<file path="config.mk">
export PLATFORM = sky130hd
export DESIGN_NAME = dmem_ctrl_flat
export DESIGN_NICKNAME = d
export VERILOG_FILES = /design/src/rtl/dmem_ctrl_if.sv /design/src/rtl/dmem_ctrl.sv /design/src/flat_wrapper.sv
export SDC_FILE = /design/constraint.sdc
export NUM_CORES = 1
export LEC_CHECK = 0
export ABC_CLOCK_PERIOD_IN_PS = 1200
export CORE_MARGIN = 2
export CORE_UTILIZATION = 36
export DETAILED_ROUTE_END_ITERATION = 10
export PLACE_DENSITY = 0.76
export SETUP_SLACK_MARGIN = 0.15
export SLEW_MARGIN = 20
export SYNTH_ARGS = -nofsm -noshare
export SYNTH_HDL_FRONTEND = slang
export SYNTH_SLANG_ARGS = --single-unit
</file>
<file path="constraint.sdc">
create_clock -name clk -period 1.2 [get_ports clk]
set_input_delay 0.24 -clock clk [delete_from_list [all_inputs] [get_ports clk]]
set_output_delay 0.24 -clock clk [all_outputs]
set_load 0.05 [all_outputs]
</file>
<file path="src/rtl/dmem_ctrl_if.sv">
// Memory-side bus between dmem_ctrl and the data memory.
// The master (dmem_ctrl) issues a registered request with latched address/data;
// the slave (memory) answers with a one-cycle ack and, for reads, the data.
interface dmem_ctrl_if #(
   parameter int N = 16
);
   logic         bus_req;
   logic         bus_we;
   logic [N-1:0] bus_addr;
   logic [N-1:0] bus_wdata;
   logic [N-1:0] bus_rdata;
   logic         bus_ack;

   modport master (
      output bus_req, bus_we, bus_addr, bus_wdata,
      input  bus_rdata, bus_ack
   );

   modport slave (
      input  bus_req, bus_we, bus_addr, bus_wdata,
      output bus_rdata, bus_ack
   );
endinterface

</file>
<file path="src/rtl/dmem_ctrl.sv">
// Data-memory controller: turns a datapath load/store request into one bus
// transfer and stalls the datapath until the transfer completes.
// Optional feature: define DMEM_CTRL_TIMEOUT_EN to abort a transfer after
// TIMEOUT BUSY cycles without bus_ack and raise a sticky err flag.
module dmem_ctrl #(
   parameter int N       = 16,
   parameter int TIMEOUT = 15
) (
   input  logic         clk,
   input  logic         reset,     // synchronous, active-low
   input  logic         memread,
   input  logic         memwrite,
   input  logic [N-1:0] addr,
   input  logic [N-1:0] wdata,
   output logic [N-1:0] rdata,
   output logic         stall,
   output logic         err,
   dmem_ctrl_if.master  bus
);

   typedef enum logic [1:0] {
      IDLE = 2'd0,
      BUSY = 2'd1,
      DONE = 2'd2
   } state_t;

   state_t state;

`ifdef DMEM_CTRL_TIMEOUT_EN
   localparam int CNT_W = $clog2(TIMEOUT + 1);
   logic [CNT_W-1:0] cnt;
`else
   // Parameter kept for interface compatibility; no counter exists here.
   localparam int unused_timeout = TIMEOUT;
   assign err = 1'b0;
`endif

   // The datapath must hold while a request is being accepted or in flight;
   // DONE releases it for exactly one cycle.
   assign stall = (state == BUSY) || ((state == IDLE) && (memread || memwrite));

   // Controller FSM with registered bus outputs and read-data capture.
   always_ff @(posedge clk) begin
      // NOTE: reset is sampled on the clock edge, so it lives inside the
      // clocked branch rather than in the sensitivity list.
      if (!reset) begin
         state         <= IDLE;
         bus.bus_req   <= 1'b0;
         bus.bus_we    <= 1'b0;
         bus.bus_addr  <= '0;
         bus.bus_wdata <= '0;
         rdata         <= '0;
`ifdef DMEM_CTRL_TIMEOUT_EN
         err           <= 1'b0;
         cnt           <= '0;
`endif
      end else begin
         // NOTE: non-blocking assignments so every register sees the
         // pre-edge values of the others, independent of statement order.
         case (state)
            IDLE: begin
               if (memread || memwrite) begin
                  // A simultaneous read+write becomes a write.
                  bus.bus_addr  <= addr;
                  bus.bus_wdata <= wdata;
                  bus.bus_we    <= memwrite;
                  bus.bus_req   <= 1'b1;
`ifdef DMEM_CTRL_TIMEOUT_EN
                  cnt           <= '0;
`endif
                  state         <= BUSY;
               end
            end

            BUSY: begin
               if (bus.bus_ack) begin
                  bus.bus_req <= 1'b0;
                  if (!bus.bus_we) begin
                     rdata <= bus.bus_rdata;
                  end
                  state <= DONE;
               end
`ifdef DMEM_CTRL_TIMEOUT_EN
               else if (cnt == CNT_W'(TIMEOUT - 1)) begin
                  // TIMEOUT BUSY cycles without ack: abandon, keep rdata.
                  bus.bus_req <= 1'b0;
                  err         <= 1'b1;
                  state       <= DONE;
               end else begin
                  cnt <= cnt + 1'b1;
               end
`endif
            end

            // Always return to IDLE; a request still asserted here belongs to
            // the instruction that just completed and must not re-trigger.
            DONE: state <= IDLE;

            // NOTE: the unused 2'b11 encoding recovers to IDLE.
            default: begin
               state       <= IDLE;
               bus.bus_req <= 1'b0;
            end
         endcase
      end
   end

endmodule

</file>
<file path="src/flat_wrapper.sv">
// flat-port wrapper written by rule: the top's interface ports become plain ports
module dmem_ctrl_flat 
#(
   parameter int N       = 16,
   parameter int TIMEOUT = 15
)
  (clk, reset, memread, memwrite, addr, wdata, rdata, stall, err, bus_bus_req, bus_bus_we, bus_bus_addr, bus_bus_wdata, bus_bus_rdata, bus_bus_ack);
  dmem_ctrl_if #(.N(N)) bus_i ();
  input  logic clk;
  input  logic reset;
  input  logic memread;
  input  logic memwrite;
  input  logic [N-1:0] addr;
  input  logic [N-1:0] wdata;
  output logic [N-1:0] rdata;
  output logic stall;
  output logic err;
  output wire logic [$bits(bus_i.bus_req)-1:0] bus_bus_req;
  output wire logic [$bits(bus_i.bus_we)-1:0] bus_bus_we;
  output wire logic [$bits(bus_i.bus_addr)-1:0] bus_bus_addr;
  output wire logic [$bits(bus_i.bus_wdata)-1:0] bus_bus_wdata;
  input wire logic [$bits(bus_i.bus_rdata)-1:0] bus_bus_rdata;
  input wire logic [$bits(bus_i.bus_ack)-1:0] bus_bus_ack;
  assign bus_bus_req = bus_i.bus_req;
  assign bus_bus_we = bus_i.bus_we;
  assign bus_bus_addr = bus_i.bus_addr;
  assign bus_bus_wdata = bus_i.bus_wdata;
  assign bus_i.bus_rdata = bus_bus_rdata;
  assign bus_i.bus_ack = bus_bus_ack;
  dmem_ctrl #(.N(N), .TIMEOUT(TIMEOUT)) u_core (.clk(clk), .reset(reset), .memread(memread), .memwrite(memwrite), .addr(addr), .wdata(wdata), .rdata(rdata), .stall(stall), .err(err), .bus(bus_i));
endmodule
</file>
; ---- Word level (Yosys, flattened, before mapping)
; Cells that the tools add are included.
[word_totals]
register_bits = 52
wordCells = 26
in_bits = 53
output_inout_bits = 52
[op_classes]
bitwise = 2
eq_ne = 4
n_reduce_logical = 8
n_mux = 6
[ops]
columns = operator, n
row1 = $reduce_and 3->1, 2
row2 = $mux 2, 2
row3 = $ne 2x2->1 const B, 2
row4 = $pmux 2 s2, 1
row5 = $reduce_and 2->1, 2
row6 = $pmux 1 s3, 1
row7 = $eq 2x1->1 const B, 1
row8 = $eq 2x2->1 const B, 1
row9 = $logic_not 2->1, 1
row10 = $logic_or 1x1->1, 2
row11 = $mux 1, 2
row12 = $not 1->1, 2
row13 = $logic_and 1x1->1, 1

; ---- Longest topological paths before layout
; Gate-level depths: netlist of the first run.
[depth]
depth_word = 3
mapped_depth = 5
mapped_depth_nobuf = 3

; ---- Worst setup path before layout of the first run
; No wires, ideal clock.
[synth_path]
kind = reg-to-reg
start = register u_core.bus.bus_we
end = register u_core.rdata[5]
arrival_ps = 1197
required_time_ps = 1077
path_stages_with_launch = 5
slack_ps = -120
setup_ps = 123
path_buffers = 1
cell_sequence = dfxtp_1 > and4bb_1 > buf_4 > nand3_1 > o21ai_0
[synth_via]
elab_chain_cells = 2
[synth_lines]
columns = item, line_no
row1 = start: declaration, dmem_ctrl_if.sv:15  ; output bus_req, bus_we, bus_addr, bus_wdata,
row2 = start signal: assignment, dmem_ctrl.sv:66  ; bus.bus_we <= memwrite;
row3 = $not 1->1 (no line), -
row4 = $reduce_and 3->1 (no line), -
row5 = end signal: assignment, dmem_ctrl.sv:79  ; rdata <= bus.bus_rdata;
row6 = end: declaration, dmem_ctrl.sv:15  ; output logic [N-1:0] rdata,
; Every way passes these cells.
; A chain may end at the register's enable or synchronous reset.

; ---- Final worst setup path of the first run
[layout_path]
start = register u_core.state[0]
end = output port stall
[layout_via]
elab_chain_cells = 3
elab_cells_between_ends = 4
cone_classes = eq/ne (1) / reduce/logical (3)
[layout_lines]
columns = item, line_no
row1 = start: declaration, dmem_ctrl.sv:27  ; state_t state;
row2 = start signal: assignment, dmem_ctrl.sv:47  ; state <= IDLE;
row3 = start signal: assignment, dmem_ctrl.sv:71  ; state <= BUSY;
row4 = start signal: assignment, dmem_ctrl.sv:81  ; state <= DONE;
row5 = $logic_not 2->1, dmem_ctrl.sv:40  ; assign stall = (state == BUSY) || ((state == IDLE) && (memread || memwrite));
row6 = $logic_and 1x1->1, dmem_ctrl.sv:40
row7 = $logic_or 1x1->1 (*), dmem_ctrl.sv:40
row8 = end: declaration, flat_wrapper.sv:16  ; output logic stall;
; Every way passes the cells marked *; elsewhere a longest branch is shown, timed or not.

==> flow_summary_export.csv, run 1 <==
group,metric,value,unit
outcome,run_status,"complete, but fails checks",
outcome,violations,"negative setup slack",
critical_path,critPathSlowestCell,"dfxtp_4",
synth,yosys.area.top_type,"dfxtp_1",
floorplanning,fp.dieW,79.8,µm
synth,syn_area,0.00207,mm²
synth,seq_area_frac_synth,50.4,%
grt,grt_pass1_wl,9.30,mm
critical_path,path_cells,"nor2_4 > o21ai_2 > nand2_2 > buf_12",
worst_hold_path,worstHoldPathCells,2,
critical_path,cp_max_fo,4,
floorplanning,pin_count,105,
timing,finalSetupViolations,30,
timing,fin_crit_sh,111,%
routing,firstDrtPassIters,4,
floorplanning,fp-row-count,27,
grt,antenna_found_initial,0,
synth,yosysWarnings,0,
critical_path,ff2ff_setup_slack,-0.10,ns
synth,ys_types,22,
place,place_hpwl,3.96,mm
power,peakVddDrop,0.000694,V
clock_network,cts_htree_levels,2,
worst_hold_path,hold_path.class,"in2reg",
routing,drt_iter0_drc,45,
clock_network,cts_root_buf,"clkbuf_8",
critical_path,start_kind,"flip-flop",
timing,whs,0.340,ns
flow_run,max_cap_viol_count,0,
timing,slew_violations,0,
worst_hold_path,min-delay-start,"reset",
finish,insertedDiodeCount,0,
critical_path,end_kind,"output port",
critical_path,ff2ff_path_depth,6,
clock_network,cts_sinks,52,
timing,worst_slack,-0.129,ns
synth,yosys.cell_count.top_type,"nand2_1",
clock_network,cts_hold_buf,0,
place,place_ws,-0.258,ns
floorplanning,dieHeight,79.8,µm
synth,post_synth.cell_area_avg,8.90,µm²
grt,grt_max_degree,41,
floorplanning,dieArea,0.00636,mm²
timing,hold_violations,0,
critical_path,crit_required,0.96,ns
grt,overflow,0,
routing,viasPerCell,4.75,
critical_path,slowest_delay,0.37,ns
clock_network,clk_pin_slew,0.09,ns
grt,track_usage,18.6,%
routing,drtAntennaViolNets,0,
finish,nets,399,
synth,synthFlopType,"dfxtp_1",
synth,yosysTopAreaCellShare,50.4,%
synth,synth_nets,285,
timing,grt_setup_unrepaired,"true",
finish,area_growth,98.4,%
critical_path,regToRegEndpoint,"u_core.bus.bus_addr[7]$_SDFFE_PN0P_",
floorplanning,core_region_area,0.00554,mm²
floorplanning,initial_utilization,37.3,%
synth,synthArstFlopShare,0,%
synth,synthTopCellsByArea,"dfxtp_1 (50%), mux2i_1 (16%), nand2_1 (15%)",
synth,synth-edff-count,0,
finish,drive_gt1_share,41.3,%
critical_path,cp.arrival,1.09,ns
routing,dr_total_vias,1987,
timing,max_freq,752,MHz
power,powerDensity,1200,mW/mm²
power,leakagePower,1.69,nW
grt,first_global_vias,2046,
clock_network,cts_tree,"done",
synth,synth_common_cells,"nand2_1 (84), dfxtp_1 (52), mux2i_1 (32), o21ai_0 (17), nand3_1 (16)",
power,totalPowerFinal,0.00490,W
critical_path,crit_type,"reg2out",
critical_path,crit_start,"u_core.state[0]$_SDFFE_PN0P_",
clock_network,insertion_delay,0.30,ns
routing,drc_errors,0,
routing,wl,5.81,mm
synth,syn_inst,232,
finish,nFillCells,404,
place,gp_congestion,0.682,
worst_hold_path,min_to,"u_core.bus.bus_we$_SDFFE_PN0P_",
clock_network,numCtsBuffers,5,
finish,fin_util,74.0,%
critical_path,r2r_start,"u_core.state[0]$_SDFFE_PN0P_",
synth,ys_ff_latch,52,
clock_network,clock_path_buffers,2,
routing,wl_per_cell,13.9,µm
place,port_buffers,103,
timing,skew,0.00344,ns
timing,fin_crit,1.33,ns
-- logic make-up (layout without fill, tap and decap cells) --
| family | Yosys count | in the layout | share of synthesized area [%] |
|---|---|---|---|
| flip-flops | 52 | 52 | 50.4 |
| other | 1 | 1 | 0.182 |
| buffers and inverters | 19 | 133 | 7.09 |
| AND/OR/NAND/NOR | 105 | 105 | 20.7 |
| multiplexers | 32 | 32 | 15.5 |
| AO/OA/AOI/OAI | 23 | 23 | 6.12 |
-- registers in the layout, indices dropped and copies added, names as in the netlist --
name / flops
u_core.bus.bus_addr: 16
u_core.bus.bus_wdata: 16
u_core.rdata: 16
u_core.state: 2
u_core.bus.bus_req: 1
u_core.bus.bus_we: 1
-- metrics by stage --
stage	area (µm²)	std cells	setup TNS (ns)
5_1_grt	4100	418	-4.05
3_3_place_gp	3670	395	-9.09
6_report	4100	418	-1.58
2_1_floorplan	2080	232	0
3_5_place_dp	3670	395	-10.38
4_1_cts	4000	409	-1.65
-- placed cells by master, fill, tap and decap left out --
| cell type | n |
|---|---|
| o21ai_2 | 1 |
| buf_2 | 1 |
| nor2_1 | 2 |
| nand2_1 | 83 |
| dfxtp_2 | 46 |
| nor2_4 | 1 |
| buf_4 | 11 |
| buf_6 | 1 |
| a21oi_1 | 1 |
| o21a_4 | 1 |
| clkdlybuf4s50_1 | 49 |
| o21a_1 | 1 |
| dlygate4sd2_1 | 2 |
| dfxtp_4 | 6 |
| o21ai_0 | 16 |
| a31o_2 | 1 |
| nand3_1 | 16 |
| and4bb_2 | 1 |
| buf_12 | 58 |
| clkbuf_8 | 7 |
| a21boi_0 | 1 |
| conb_1 | 1 |
| nand2b_4 | 1 |
| buf_16 | 4 |
| nand2_2 | 1 |
| mux2i_2 | 2 |
| mux2i_1 | 30 |
| o21ai_1 | 1 |
-- timing repair --
item                                    in CTS  in global routing
cloned                                       4                  0
resized for setup                           62                  7
buffers inserted                             3                  9
endpoints found under the hold margin        0                  0
pin swaps                                    2                  2
endpoints found under the setup margin     100                 97
-- how the worst max path moves through the flow --
stage / endpoint / slack (ns)
after CTS: stall / -0.11
after detailed placement: u_core.bus.bus_addr[6]$_SDFFE_PN0P_ / -0.26
after global routing: u_core.bus.bus_addr[14]$_SDFFE_PN0P_ / -0.19
after floorplan: u_core.rdata[10]$_SDFFE_PN0P_ / 0.1
after global placement: stall / -0.23
final: stall / -0.13
-- per-layer routing --
metal	wire length, µm	vias up	part of all wire, %	global-route usage [%]
met5	0	-	0	0
met4	59	0	1.0	5.59
met3	557	8	9.6	7.13
met2	2990	75	51	33.4
met1	2200	919	38	20.3
li1	-	985	-	-
-- power breakdown --
group          internal (W)  leakage (nW)  switching, W
logic              0.000983          1.19      0.000829
clock network      0.000515        0.0503      0.000543
registers           0.00189         0.449      0.000145
-- critical path, delay by kind of cell (launching register included) --
kind            cells  cell delay (ns)
buf+inv             1             0.13
flops               1             0.37
compound gates      1             0.08
simple gates        2             0.22
-- layout make-up --
class | instances | area [µm²] | share of cell area [%]
flip-flops and latches | 52 | 1120 | 27.4
multi-input cells | 161 | 912 | 22.3
well taps | 72 | 90.1 | 2.20
clock buffers | 7 | 96.3 | 2.35
repair buffers | 126 | 1880 | 45.8
No activity file was read; power rests on OpenSTA's default activity.
==> run 2: changes to the inputs <==
--- a/config.mk
+++ b/config.mk
@@ -6,6 +6,7 @@
 export NUM_CORES = 1
 export LEC_CHECK = 0
 export ABC_CLOCK_PERIOD_IN_PS = 1200
+export CAP_MARGIN = 20
 export CORE_MARGIN = 2
 export CORE_UTILIZATION = 36
 export DETAILED_ROUTE_END_ITERATION = 10
==> results of run 2 <==
No change in the layout: final DEF, timing and power equal those of run 1.
